[src/rtl/data_sync_bus.sv]
// Multi-flop bus synchronizer: the enable crosses through a NUM_STAGES chain and its
// rising edge captures the held source bus. Optional sync_valid flag via SYNC_BUS_VALID_EN.
module data_sync_bus #(
  parameter int unsigned NUM_STAGES = 5,
  parameter int unsigned BUS_WIDTH  = 8
) (
  input  logic                 CLK,
  input  logic                 RST,
  input  logic [BUS_WIDTH-1:0] unsync_bus,
  input  logic                 bus_enable,
  output logic [BUS_WIDTH-1:0] sync_bus,
  output logic                 enable_pulse
`ifdef SYNC_BUS_VALID_EN
  ,
  output logic                 sync_valid
`endif
);

  logic [NUM_STAGES-1:0] r_sync_chain;
  logic                  r_pulse_ff;
  logic                  w_sync_en;
  logic                  w_pulse_comb;

  // Enable synchronizer chain; only the enable crosses, the bus is assumed quiet
  always_ff @(posedge CLK) begin
    if (!RST) begin
      r_sync_chain <= '0;
    end else begin
      r_sync_chain <= {r_sync_chain[NUM_STAGES-2:0], bus_enable};
    end
  end

  assign w_sync_en    = r_sync_chain[NUM_STAGES-1];
  assign w_pulse_comb = w_sync_en & ~r_pulse_ff;

  // Rising-edge detect of the synchronized enable, then registered outputs
  always_ff @(posedge CLK) begin
    if (!RST) begin
      r_pulse_ff   <= 1'b0;
      enable_pulse <= 1'b0;
      sync_bus     <= '0;
    end else begin
      r_pulse_ff   <= w_sync_en;
      enable_pulse <= w_pulse_comb;
      if (w_pulse_comb) begin
        sync_bus <= unsync_bus;
      end
    end
  end

`ifdef SYNC_BUS_VALID_EN
  // Sticky flag: at least one word has been captured since reset
  always_ff @(posedge CLK) begin
    if (!RST) begin
      sync_valid <= 1'b0;
    end else if (w_pulse_comb) begin
      sync_valid <= 1'b1;
    end
  end
`endif

endmodule

[config.mk]
export PLATFORM = sky130hd
export DESIGN_NAME = data_sync_bus
export DESIGN_NICKNAME = d
export VERILOG_FILES = /design/src/rtl/data_sync_bus.sv
export SDC_FILE = /design/constraint.sdc
export NUM_CORES = 1
export LEC_CHECK = 0
export CORE_AREA = 2 2 39 41
export DETAILED_ROUTE_END_ITERATION = 12
export DIE_AREA = 0 0 41 43
export GPL_ROUTABILITY_DRIVEN = 0
export MAX_ROUTING_LAYER = met4
export PLACE_DENSITY = 0.72
export SETUP_SLACK_MARGIN = 0.02
export SKIP_LAST_GASP = 1
export SLEW_MARGIN = 20
export SYNTH_ARGS = -nofsm -noshare
export SYNTH_HDL_FRONTEND = slang
export SYNTH_SLANG_ARGS = --single-unit
[constraint.sdc]
create_clock -name CLK -period 1.7 [get_ports CLK]
set_input_delay 0.34 -clock CLK [delete_from_list [all_inputs] [get_ports CLK]]
set_output_delay 0.34 -clock CLK [all_outputs]
set_load 0.02 [all_outputs]
Word-level counts from Yosys, hierarchy flattened
Index checks and enable logic that the tools add are counted.

Flip-flop bits (word level): 15. Input port bits: 11. Output and inout port bits: 9. Word-level logic and storage cells: 6.

Bitwise gates (word level): 2.

Operators with widths (number): AND 1 bit (1); NOT 1 bit (1).

Longest topological paths before layout
Gate-level depths: netlist of run 1.

Word-level depth: 2. Gate-level depth with buffers: 3. Mapped depth without buffers: 2.

Least setup slack after synthesis of run 1
Ideal clock, no wire load.

Kind: reg-to-reg. Start: reg r_sync_chain[4]. End: reg enable_pulse. Library setup time: 0.115 ns. Arrival: 0.696 ns. Data required time: 1.585 ns. Slack: 0.889 ns. Cell stages (with the launch flop): 4. Buffers on the path: 1. Clock period less this slack: 0.811 ns. Cells stage by stage: dfxtp_1 nor2b_2 buf_6 and2_1.

Longest elaborated chain between the ends: 1.

Ends and longest elaborated chain: from (decl) (line 19) `logic [NUM_STAGES-1:0] r_sync_chain;`; from (signal assigned) (line 29) `r_sync_chain <= {r_sync_chain[NUM_STAGES-2:0], bus_enable};`; AND 1 bit (line 34) `assign w_pulse_comb = w_sync_en & ~r_pulse_ff;`; to (signal assigned) (line 44) `enable_pulse <= w_pulse_comb;`; to (decl) (line 12) `output logic enable_pulse`.

No other way between the ends. A chain may end at the register's enable or synchronous reset.

Final worst setup path of run 1
Start: reg sync_bus[0]. End: out sync_bus[0].

RTL lines: from (decl) (line 11) `output logic [BUS_WIDTH-1:0] sync_bus,`; from (signal assigned) (line 46) `sync_bus <= unsync_bus;`.

No word-level cell between the ends.

==> results of run 1 <==
-- layer usage --
| layer | track usage [%] | vias to the layer above | share of wire (%) |
|---|---|---|---|
| li1 | - | 198 | - |
| met4 | 10.0 | 0 | 0 |
| met5 | - | - | 0 |
| met1 | 13.0 | 168 | 49 |
| met3 | 1.57 | 0 | 5.1 |
| met2 | 15.6 | 12 | 46 |
-- cells in the mapped netlist (all sizes together) --
master	count
and2	7
buf	3
dfxtp	15
mux2i	8
nand2	16
nor2b	1
-- logic make-up after synthesis --
family | Yosys count
DFF | 15
muxes | 8
and+or+nand+nor | 24
buffers and inverters | 3
-- cells in the final DEF (no fill, tap or decap) --
master           Yosys  routed
clkbuf_1             0       1
nor2b_2              1       1
mux2i_1              8       8
and2_1               7       7
buf_4                1       1
dfxtp_1             15      15
clkdlybuf4s50_1      0      19
nand2_1             16      16
clkbuf_4             0       3
-- area by class of cell --
| cell class | instances | area (um^2) | area share [%] |
|---|---|---|---|
| repair buffers | 20 | 198 | 26.8 |
| multi-input cells | 32 | 193 | 26.1 |
| flip-flops and latches | 15 | 300 | 40.7 |
| well taps | 16 | 20.0 | 2.72 |
| clock buffers | 4 | 26.3 | 3.57 |
-- how the worst max path moves through the flow --
stage,start,to,slack (ps),cells past startpoint
after floorplan,r_sync_chain[4],enable_pulse,890,3
after CTS,sync_bus[0],sync_bus[0],100,1
final,sync_bus[0],sync_bus[0],110,1
after global routing,sync_bus[0],sync_bus[0],70,1
after global placement,RST,sync_bus[6],420,4
after detailed placement,RST,sync_bus[3],400,4
-- power by group through the flow --
stage                     sequential (uW)  combinational, uW  clock, uW
final                                 358               45.0        198
after detailed placement              366               45.4          0
after CTS                             358               45.7        205
after floorplan                       367               15.9          0
after global routing                  358               49.3        218
after global placement                366               45.2          0
-- stage by stage --
step	power [uW]	util [%]
after floorplan	383	-
after global placement	411	51.4
after detailed placement	411	51.4
after CTS	608	53.3
after global routing	626	53.3
final	601	53.3
-- registers in the layout, indices dropped and copies added, names as in the netlist --
register / flops
r_sync_chain: 5
sync_bus: 8
r_pulse_ff: 1
enable_pulse: 1
==> metrics, run 1 <==
status complete, no violations; Post-CTS Setup Inserts 0; adder-cell share of the synthesized area 0%; RSZ-0062 raised after global routing false; critical-path cell list clkdlybuf4s50_1; Max clock buf depth 2; Total GRT Usage 11.1%; crit path DAT 1250 ps; Compound-Gate Fraction of Synth Area 0%; P&R area growth vs syn 42.6%; Die Wd about 40 um; WP buf/inv 1; Pleak 0.000275 uW; Seq/Total Area, Yosys between 50 and 60%; initial antenna violation count 0; Row Count 14; max cap viols 0; DIE AREA 0.00176 mm^2; synth warn 0; Post-route DRC 0; Max Freq 628 MHz; synth unique cells 8; I/O pins 20; vias per inst 4.34; Crit path max-delay family buffers and inverters; port buffer count 19; share of cells above drive strength 1 approximately 7.0%; startpoint of the worst hold path r_sync_chain[2]; DR pass1 iterations 4; top cells by area, synth dfxtp_1 58%, mux2i_1 15%, nand2_1 12%; vias in the first global route 323; worst setup margin 107 ps; Worst R2R Start r_sync_chain[4]; syn_area_per_cell between 10 and 15 um^2; sw power 124 uW; Synth Instances 50; DP Worst Slack 400 ps; largest family of logic cells by synthesized area simple AND/OR/NAND/NOR gates; sink of the worst hold path r_sync_chain[3]; Final Hold Vio Count 0; Tmin final 1590 ps; worst min-delay path category register to register; Fin Hold WS between 400 and 500 ps; vias 378; Slew Limit Fails 0; #FFs+latches synth 15; first-pass GRT wire length 1.26 mm; core footprint approximately 0.0014 mm^2; sw frac 20.7%; placed cell count 83; Yosys top cell area share 58.1%; worst vdd ir roughly 330 uV; H-tree levels 1; FF-to-FF setup slack 570 ps; Post-DP Area between 700 and 800 um^2; required time worst endpoint 1360 ps; Antenna Cells 0; mux cell area share after synthesis 15.5%; Mapped Area 517 um^2; Slew @ Worst Pin 547 ps; Rel. slew slack 63.4%; height of the die 43 um; Reg-to-Reg End sync_bus[1]; Register-to-Register Path Depth 2; CP max stage delay 630 ps; XOR/XNOR Fraction of Synth Area 0%; Clock Power Share between 30% and 40%; hold_buf cts 0; Layout Nets between 80 and 90; largest net degree at the start of global routing 24; Post-Syn Nets 61; period utilisation layout 93.7%; Fin Setup TNS 0 ps; non-filler cells, final 87; Layout fillers about 140; clk sinks 15; Flop pwr share 59.6%; clock slew at reported path FFs 80 ps; CTS tree done; Initial Utilization 37.3%; Detailed Route Iter0 Violations 5; antenna-violating nets left 0; pwr/cell area between 800 and 900 mW/mm^2; Worst setup EP type output port; Root Buffer clkbuf_4; post-cts resize count 0; Final setup viols 0; worst-path fanout max 2; later-pin clock latency in the skew report 270 ps; Int Pwr 476 uW; dpl hpwl 594 um; slowest stage cell, crit path clkdlybuf4s50_1; Avg WL per Cell 9.69 um; Clock Skews around 3.3 ps; Routed WL roughly 840 um; final instance area 737 um^2; Simple-Gate Fraction of Synth Area a little over a fifth; combinational power share roughly 7.5%; crit path kind register to output port; gr ovfl total 0; Synth area leader dfxtp_1; Hold Crit Depth 1; CTS buffer count 3; crit path launch type register
Note: power is estimated with default switching activity, not from simulation.
==> run 2, diff against run 1 <==
--- a/config.mk
+++ b/config.mk
@@ -5,12 +5,12 @@
 export SDC_FILE = /design/constraint.sdc
 export NUM_CORES = 1
 export LEC_CHECK = 0
-export CORE_AREA = 2 2 39 41
+export CORE_UTILIZATION = 36
+export CTS_CLUSTER_SIZE = 28
 export DETAILED_ROUTE_END_ITERATION = 12
-export DIE_AREA = 0 0 41 43
 export GPL_ROUTABILITY_DRIVEN = 0
 export MAX_ROUTING_LAYER = met4
-export PLACE_DENSITY = 0.72
+export PLACE_DENSITY = 0.71
 export SETUP_SLACK_MARGIN = 0.02
 export SKIP_LAST_GASP = 1
 export SLEW_MARGIN = 20
==> constraint.sdc (replaced) <==
create_clock -name CLK -period 1.4 [get_ports CLK]
set_input_delay 0.28 -clock CLK [delete_from_list [all_inputs] [get_ports CLK]]
set_output_delay 0.28 -clock CLK [all_outputs]
set_load 0.02 [all_outputs]
==> metrics, run 2 (same netlist as run 1, synthesis figures left out) <==
routing usage on met2 21.0% (was 15.6%); clock slew at reported path FFs 90 ps (was 80 ps); Slew Limit Fails 0 (unchanged); vias in the first global route 326 (was 323); initial antenna violation count 0 (unchanged); worst-path fanout max 2 (unchanged); CP max stage delay 340 ps (was 630 ps); grt met1 use 16.4% (was 13.0%); Reg-to-Reg End sync_bus[5] (was sync_bus[1]); commonest non-fill, non-tap cell in the layout nand2_1 (was clkdlybuf4s50_1); Final setup viols 0 (unchanged); sink of the worst hold path r_sync_chain[4] (was r_sync_chain[3]); dpl hpwl 675 um (was 594 um); Detailed Route Iter0 Violations 1 (was 5); Slew @ Worst Pin 218 ps (was 547 ps); Largest regs sync_bus: 8 flops, r_sync_chain: 5 flops (unchanged); Rel. slew slack 85.6% (was 63.4%); hold_buf cts 0 (unchanged); Avg WL per Cell 10.8 um (was 9.69 um); clk sinks 15 (unchanged); Worst R2R Start r_sync_chain[4] (unchanged); core footprint 0.00132 mm^2 (was 0.00138 mm^2); critical-path cell list dlygate4sd2_1 (was clkdlybuf4s50_1); Crit path max-delay family buffers and inverters (unchanged); Layout Nets 84 (was 83); required time worst endpoint 1120 ps (was 1360 ps); height of the die 39.9 um (was 43 um); Most Used Layer, Global Route met2 (unchanged); vias per inst 4.45 (was 4.34); Crit path depth 1 (unchanged); placed cell count 83 (unchanged); WP buf/inv 1 (unchanged); Total GRT Usage 13.8% (was 11.1%); Hold Crit Depth 1 (unchanged); max cap viols 0 (unchanged); slowest stage cell, crit path dlygate4sd2_1 (was clkdlybuf4s50_1); Tmin final 1230 ps; later-pin clock latency in the skew report 280 ps (was 270 ps); antenna-violating nets left 0 (unchanged); Register-to-Register Path Depth 3 (was 2); pwr/cell area 988 mW/mm^2 (was 815 mW/mm^2); Final Hold Vio Count 0 (unchanged); period utilisation layout 88.1%; largest net degree at the start of global routing 24 (unchanged); Antenna Cells 0 (unchanged); port buffer count 19 (unchanged); Worst setup EP type output port (unchanged); Routed WL 942 um (was 843 um); Max Freq about 810 MHz; Max clock buf depth 2 (unchanged); DR pass1 iterations 2 (was 4); Initial Utilization 39.2% (was 37.3%); gr ovfl total 0 (unchanged); Post-CTS Setup Inserts 0 (unchanged); Row Count 13 (was 14); I/O pins 20 (unchanged); non-filler cells, final 87 (unchanged); share of cells above drive strength 1 9.72% (was 7.04%); Layout fillers 133 (was 137); Root Buffer clkbuf_4 (unchanged); worst min-delay path category register to register (unchanged); Final Power 737 uW (was 601 uW); vias 387 (was 378); first-pass GRT wire length 1.35 mm (was 1.26 mm); DIE AREA 0.00159 mm^2 (was 0.00176 mm^2); status complete, no violations (unchanged); Pleak 0.000331 uW (was 0.000275 uW); CTS buffer count 3 (unchanged); P&R area growth vs syn 44.3% (was 42.6%); Clock Skews 2.43 ps (was 3.27 ps); Post-route DRC 0 (unchanged); worst vdd ir 570 uV (was 329 uV); crit path DAT 950 ps (was 1250 ps); H-tree levels 1 (unchanged); most frequent cells in the layout 16 x nand2_1, 15 x dfxtp_1, 10 x clkdlybuf4s50_1 (was 19 x clkdlybuf4s50_1, 16 x nand2_1, 15 x dfxtp_1); Die Wd 39.9 um (was 41 um); FF-to-FF setup slack 500 ps (was 570 ps); Fin Setup TNS 0 ps (unchanged); Largest Register sync_bus (unchanged); crit path kind register to output port (unchanged); RSZ-0062 raised after global routing false (unchanged); startpoint of the worst hold path r_sync_chain[3] (was r_sync_chain[2]); Largest register FFs 8 (unchanged); crit path launch type register (unchanged); met3 usage 3.41% (was 1.57%); CTS tree done (unchanged)
run 2: cell count changes in the layout (fill, tap and decap cells not counted), sizes merged:
| cell | previous run | this run |
|---|---|---|
| clkdlybuf4s50 | 19 | 10 |
| buf | 1 | 2 |
| dlygate4sd2 | 0 | 9 |
| clkinv | 0 | 1 |
| clkbuf | 4 | 3 |
run 2: how the worst max path moves through the flow:
stage,from,to,slack [ps]
after floorplan,r_sync_chain[4],enable_pulse,590
after global placement,sync_bus[1],sync_bus[1],200
after detailed placement,RST,sync_bus[5],180
after CTS,sync_bus[1],sync_bus[1],140
after global routing,sync_bus[4],sync_bus[4],100
final,sync_bus[1],sync_bus[1],170
run 2: where the power goes:
| part | internal, uW | switching (uW) | total, uW | leakage, uW |
|---|---|---|---|---|
| registers | 432 | 1.61 | 434 | 0.000121 |
| logic | 38.4 | 21.3 | 59.7 | 0.000192 |
| clock network | 106 | 137 | 243 | 0.0000177 |
run 2: metrics by stage:
stage | worst slack [ps] | util [%] | hold WS [ps] | area (um^2)
after detailed placement | 184 | 55.4 | 425 | 729
after global routing | 104 | 56.6 | 456 | 746
after CTS | 144 | 56.6 | 446 | 746
after global placement | 203 | 55.4 | 414 | 729
final | 167 | 56.6 | 439 | 746
after floorplan | 589 | - | 402 | 517
run 2: timing repair:
action | CTS | global route
endpoints found under the hold margin | 0 | 0
setup endpoints to repair | 9 | 0
gates resized for setup | 9 | 0
run 2: cell type report:
class	count	area, um^2	area share, %
Clock buffer	3	22.5	3.02
Clock inverter	1	5.00	0.671
Multi-Input combinational cell	32	193	25.8
Sequential cell	15	300	40.3
Tap cell	15	18.8	2.52
Timing Repair Buffer	21	206	27.7
run 2: routing by layer:
layer / up-vias / wire [um]
met4: 0 / 14
li1: 201 / -
met2: 13 / 494
met1: 171 / 390
met3: 2 / 42
met5: - / 0
run 2: worst reg2reg max path: cells and delay by family (launching register included):
| family | cells | cell delay (ps) |
|---|---|---|
| DFF | 1 | 320 |
| muxes | 1 | 200 |
| buffers and inverters | 1 | 190 |
| and+or+nand+nor | 1 | 120 |
==> run 3, diff against run 2 <==
--- a/config.mk
+++ b/config.mk
@@ -5,6 +5,7 @@
 export SDC_FILE = /design/constraint.sdc
 export NUM_CORES = 1
 export LEC_CHECK = 0
+export CAP_MARGIN = 20
 export CORE_UTILIZATION = 36
 export CTS_CLUSTER_SIZE = 28
 export DETAILED_ROUTE_END_ITERATION = 12
==> results of run 3 <==
No change in the layout: final DEF, timing and power equal those of run 2.
